File: config.mk
export PLATFORM = sky130hd
export DESIGN_NAME = demux1_4_stream
export DESIGN_NICKNAME = d
export VERILOG_FILES = /design/src/rtl/demux_pkg.sv /design/src/rtl/demux_lane_buf.sv /design/src/rtl/demux1_4_stream.sv
export SDC_FILE = /design/constraint.sdc
export NUM_CORES = 1
export LEC_CHECK = 0
export CORE_AREA = 2 2 110 112
export CTS_CLUSTER_SIZE = 30
export DETAILED_ROUTE_END_ITERATION = 10
export DIE_AREA = 0 0 112 114
export PLACE_DENSITY = 0.83
export SKIP_LAST_GASP = 1
export SYNTH_ARGS = -nofsm -noshare
export SYNTH_HDL_FRONTEND = slang
export SYNTH_SLANG_ARGS = --single-unit
File: constraint.sdc
create_clock -name CLK -period 1.7 [get_ports CLK]
set_input_delay 0.34 -clock CLK [delete_from_list [all_inputs] [get_ports CLK]]
set_output_delay 0.34 -clock CLK [all_outputs]
set_load 0.01 [all_outputs]
File: src/rtl/demux_pkg.sv
// Shared types and constants for the 1-to-4 stream demultiplexer.
package demux_pkg;

    localparam int unsigned NUM_LANES = 4;

    typedef logic [1:0] lane_sel_t;

    // Replicated to the data width wherever a lane word is cleared.
    localparam logic RESET_DATA_BIT = 1'b0;

endpackage

File: src/rtl/demux_lane_buf.sv
// One-entry output lane buffer with valid/ready drain. It can accept a new
// word when it is empty or when its current word is drained this cycle.
module demux_lane_buf
    import demux_pkg::*;
#(
    parameter int unsigned WIDTH = 32
) (
    input  logic             CLK,
    input  logic             RST,
    input  logic             load,
    input  logic [WIDTH-1:0] load_data,
    input  logic             drain_ready,
    output logic             valid,
    output logic [WIDTH-1:0] data,
    output logic             can_accept
);

    logic             valid_q, valid_d;
    logic [WIDTH-1:0] data_q,  data_d;

    // A load wins over a drain: the new word replaces the drained one.
    always_comb begin
        valid_d = valid_q;
        data_d  = data_q;
        if (load) begin
            valid_d = 1'b1;
            data_d  = load_data;
        end else if (drain_ready) begin
            valid_d = 1'b0;
        end
    end

    always_ff @(posedge CLK) begin
        if (RST) begin
            valid_q <= 1'b0;
            data_q  <= {WIDTH{RESET_DATA_BIT}};
        end else begin
            valid_q <= valid_d;
            data_q  <= data_d;
        end
    end

    assign valid      = valid_q;
    assign data       = data_q;
    assign can_accept = !valid_q || drain_ready;

endmodule

File: src/rtl/demux1_4_stream.sv
// Registered 1-to-4 stream demultiplexer: steers each accepted input word
// into the one-entry buffer of the lane named by in_sel.
module demux1_4_stream
    import demux_pkg::*;
#(
    parameter int unsigned WIDTH = 32
) (
    input  logic                 CLK,
    input  logic                 RST,
    input  logic                 in_valid,
    output logic                 in_ready,
    input  logic [WIDTH-1:0]     in_data,
    input  logic [1:0]           in_sel,
    output logic [NUM_LANES-1:0] out_valid,
    input  logic [NUM_LANES-1:0] out_ready,
    output logic [WIDTH-1:0]     out_data0,
    output logic [WIDTH-1:0]     out_data1,
    output logic [WIDTH-1:0]     out_data2,
    output logic [WIDTH-1:0]     out_data3,
    output logic                 busy
);

    lane_sel_t            sel;
    logic                 in_fire;
    logic [NUM_LANES-1:0] lane_load;
    logic [NUM_LANES-1:0] lane_can_accept;
    logic [NUM_LANES-1:0] lane_valid;
    logic [WIDTH-1:0]     lane_data [NUM_LANES];

    assign sel      = in_sel;
    // Readiness looks only at the selected lane, so a stalled lane never
    // blocks words headed elsewhere.
    assign in_ready = lane_can_accept[sel];
    assign in_fire  = in_valid && in_ready;

    always_comb begin
        lane_load = '0;
        for (int unsigned k = 0; k < NUM_LANES; k++) begin
            lane_load[k] = in_fire && (sel == lane_sel_t'(k));
        end
    end

    for (genvar g = 0; g < NUM_LANES; g++) begin : g_lane
        demux_lane_buf #(
            .WIDTH(WIDTH)
        ) u_buf (
            .CLK        (CLK),
            .RST        (RST),
            .load       (lane_load[g]),
            .load_data  (in_data),
            .drain_ready(out_ready[g]),
            .valid      (lane_valid[g]),
            .data       (lane_data[g]),
            .can_accept (lane_can_accept[g])
        );
    end

    assign out_valid = lane_valid;
    assign out_data0 = lane_data[0];
    assign out_data1 = lane_data[1];
    assign out_data2 = lane_data[2];
    assign out_data3 = lane_data[3];
    assign busy      = |lane_valid;

endmodule
==> metrics list <==
- Counting instances, the worst hold path has a depth of 2.
- Area growth syn-to-layout: 49.5%
* Status: finished, violations left
- Final wirelength: 13500 um
* Warnings from Yosys: 0
- Across all setup checks in the final design, the least slack found is -0.104 ns.
- The largest single stage delay on the critical path is 0.48 ns.
* Root buf cell: sky130_fd_sc_hd__clkbuf_16
- Mapped Cells: 477
* Number of endpoints with negative hold slack in the final report: 0
- Final worst-path cycle share: 106%
* Yosys cell types: 17
- Wire length of the first global-routing pass: 21700 um
- In this run the mean area of a mapped cell was 11.0 sq um.
- Dpl ws: -0.542 ns
- Leakage dissipation: 0.00361 uW
- Startpoint-to-endpoint class of the critical path: reg -> out
- Row cnt: 40
- Sequential cells account for 44.7% of the total power.
* Tightest Pin Transition: 0.300 ns
- In the final routed layout, each cell accounts on average for 16.6 um.
- Placed Instance Area: 0.00726 sq mm
* Iteration-0 DRC count of the detailed router: 118
- The region available for standard cell placement spans 0.0117 sq mm.
- Across the VDD grid, the largest voltage drop is 0.705 mV.
- Crit path required time: 1.36 ns
- Walking the worst path, the cells encountered are nand2b_4 -> mux4_2 -> buf_6.
- Int Power: 5670 uW
- In this run the critical register-to-register path is launched from g_lane[3].u_buf.valid.
- TritonCTS built the clock tree.
- Based on the critical path, the design can be clocked at up to 554 MHz.
* Endpoint kind of the worst setup timing path: output pin
- Total Die Area: 0.0128 sq mm
- Combinational cells account for 11.0% of the total power.
* Number of buffers created by CTS: 17
- Worst Hold Class: in -> reg
- At the end of the flow, the number of nets in the layout was 700.
- Summed over all layers, the global routing overflow is 0.
- The max-slew violation count came to 0.
- The smallest clock period supported by the final layout is computed as 1.80 ns.
- Net switching is 22.4% of the power.
* Top Ports: 175
- The tool flagged a number of max-cap violations equal to 0.
* Number of global-route vias before repair: 4242
- Sequential area share after synthesis: 50.2%
* Count of buffers from port buffering: 174
- Along the worst path, the maximum fanout reaches 3.
* Antenna violations before repair: 0
* CP Data Arrival Time: 1.46 ns
- Counting every sink on the clock net gives 132.
- For hold timing, the worst endpoint is g_lane[0].u_buf.valid.
- Total inserted antenna cells: 0
* Pwr dens: 929 mW/mm^2
* Clock-pin slew on the worst setup and hold paths: 0.05 ns
- The detail route stage leaves a number of antenna-violating nets equal to 0.
* Vias after detailed routing: 4003
- Dpl hpwl: 9540 um
* Routability congestion estimate: 0.792
- Setup violations remaining at the end of the flow were counted as 2.
- Remaining routing DRC violations: 0
- Setup repair after global routing could not meet its margin everywhere.
* Later-pin clock latency in the skew report: 0.41 ns
- The worst setup path is launched from a flop.
* Worst hold path startpoint: RST
- Synthesized cell area: 0.00527 sq mm
- The cell family contributing the most delay on the critical path is multiplexers.
- Critical path startpoint: g_lane[3].u_buf.valid
- The number of buffers and inverters on the critical path is 1.
- In the global route stage, overall resource usage came out at 21.7%.
- Measured in cells, the most critical reg-to-reg path has a length of 7.
- Longest Clk Path Bufs: 2
- Ratio of cells with drive above 1 in the final layout: 9.84%
* Total nets after synthesis: 518
- Slowest cell on crit path: sky130_fd_sc_hd__mux4_2
* Minimum setup slack among reg-to-reg paths: 0.06 ns
* P_sw: 1630 uW
- Clock H-tree levels: 4
- The die is 114 um tall.
- Flip-flop and latch count after synthesis: 132
* Number of search-and-repair iterations in the first detailed-routing pass: 6
- Buffers inserted to repair hold after CTS numbered 0.
- The clock network is responsible for 44.2% of the overall power.
* Non-Filler Cell Area, Final: 0.00787 sq mm
- The worst register-to-register path ends at g_lane[3].u_buf.data[8].
* Fin Clk Skew: 0.00541 ns
- The die is 112 um wide.
* Pin count of the biggest net entering global routing: 53
* Violated checks: setup timing
* Vias per cell: 4.89
* Effective utilization at floorplan: 45.0%
* Max-slew headroom: 80.0%
[worst max-delay path by stage]
stage	endpoint	slack [ns]	depth (start not counted)
3_5_place_dp	in_ready	-0.54	4
2_1_floorplan	in_ready	0.27	2
5_1_grt	in_ready	-0.14	3
3_3_place_gp	in_ready	-0.51	4
4_1_cts	in_ready	-0.1	3
6_report	in_ready	-0.10	3
[through the flow]
step                TNS (ns)  power, uW  util [%]  std cells  hold WS [ns]
floorplan                  0       3700         -        477         0.478
global placement      -11.15       4110      62.0        785         0.458
detailed placement    -14.39       4140      62.0        785         0.459
CTS                   -0.196       7390      66.8        817         0.304
global route          -0.250       7580      67.2        818         0.352
finish                -0.187       7310      67.2        818         0.318
[cell type report]
cell class | count | area [sq um]
Multi-Input combinational cell | 308 | 2470
Clock inverter | 4 | 22.5
Fill cell | 921 | 3840
Clock buffer | 27 | 503
Sequential cell | 132 | 2660
Tap cell | 147 | 184
Timing Repair Buffer | 200 | 2040
[routing by layer]
| metal | share of wire (%) | wire length [um] | GRT usage [%] |
|---|---|---|---|
| met1 | 41 | 5500 | 23.8 |
| met2 | 50 | 6800 | 37.7 |
| met3 | 6.1 | 822 | 7.55 |
| met4 | 3.1 | 420 | 10.7 |
| met5 | 0 | 0 | 0 |
[power groups by stage]
stage,clock (uW),combinational (uW),sequential (uW)
after global routing,3440,862,3280
after detailed placement,0,806,3330
final,3230,807,3270
after global placement,0,789,3330
after CTS,3310,816,3270
after floorplan,0,330,3380
[placed cells by master (no fill, tap or decap), types with 2 or more instances in the layout]
master | synthesis | final
sky130_fd_sc_hd__dlygate4sd2_1 | 0 | 6
sky130_fd_sc_hd__clkbuf_8 | 0 | 4
sky130_fd_sc_hd__buf_12 | 0 | 6
sky130_fd_sc_hd__clkinv_2 | 0 | 3
sky130_fd_sc_hd__buf_6 | 3 | 2
sky130_fd_sc_hd__buf_4 | 6 | 21
sky130_fd_sc_hd__clkbuf_1 | 18 | 6
sky130_fd_sc_hd__dlymetal6s2s_1 | 0 | 13
sky130_fd_sc_hd__dfxtp_4 | 0 | 3
sky130_fd_sc_hd__nand2b_4 | 0 | 4
sky130_fd_sc_hd__clkbuf_16 | 0 | 17
sky130_fd_sc_hd__or3_1 | 2 | 2
sky130_fd_sc_hd__a21oi_1 | 4 | 4
sky130_fd_sc_hd__dfxtp_1 | 132 | 128
sky130_fd_sc_hd__nor2b_1 | 2 | 2
sky130_fd_sc_hd__nand2b_1 | 165 | 161
sky130_fd_sc_hd__mux2i_1 | 128 | 128
sky130_fd_sc_hd__clkdlybuf4s50_1 | 0 | 152
[state kept, by name, indices dropped and copies added (netlist names)]
| signal | count |
|---|---|
| g_lane.u_buf.data | 128 |
| g_lane.u_buf.valid | 4 |
[cell usage after synthesis (all sizes together)]
cell	number	area, sq um
a21oi	4	20.0
buf	19	129
clkbuf	18	67.6
dfxtp	132	2640
mux2i	128	1280
mux4	1	26.3
nand2	1	3.75
nand2b	165	1030
nand4	1	6.26
nand4b	1	8.76
nor2b	2	12.5
nor3	2	15.0
or3	2	12.5
or4	1	7.51
[worst register-to-register path: stages, from the launching register on]
cell and delay (ns):
sky130_fd_sc_hd__dfxtp_4 0.37, sky130_fd_sc_hd__nand2b_4 0.06, sky130_fd_sc_hd__buf_4 0.13, sky130_fd_sc_hd__buf_4 0.12
sky130_fd_sc_hd__buf_4 0.13, sky130_fd_sc_hd__nand4_1 0.17, sky130_fd_sc_hd__buf_4 0.32, sky130_fd_sc_hd__mux2i_1 0.26
[logic make-up after synthesis]
kind of cell	after synthesis	share of synthesized area [%]
flip-flops	132	50.2
buffers and inverters	37	3.73
AO/OA/AOI/OAI	4	0.380
multiplexers	129	24.8
AND/OR/NAND/NOR	175	20.9
[repair_timing]
| action | CTS | global route |
|---|---|---|
| endpoints found under the setup margin | 3 | 16 |
| setup buffers | 1 | 1 |
| gates resized for setup | 27 | 15 |
| cloned | 0 | 0 |
| hold endpoints to repair | 0 | 0 |
Power figures use the tool's default switching activity.
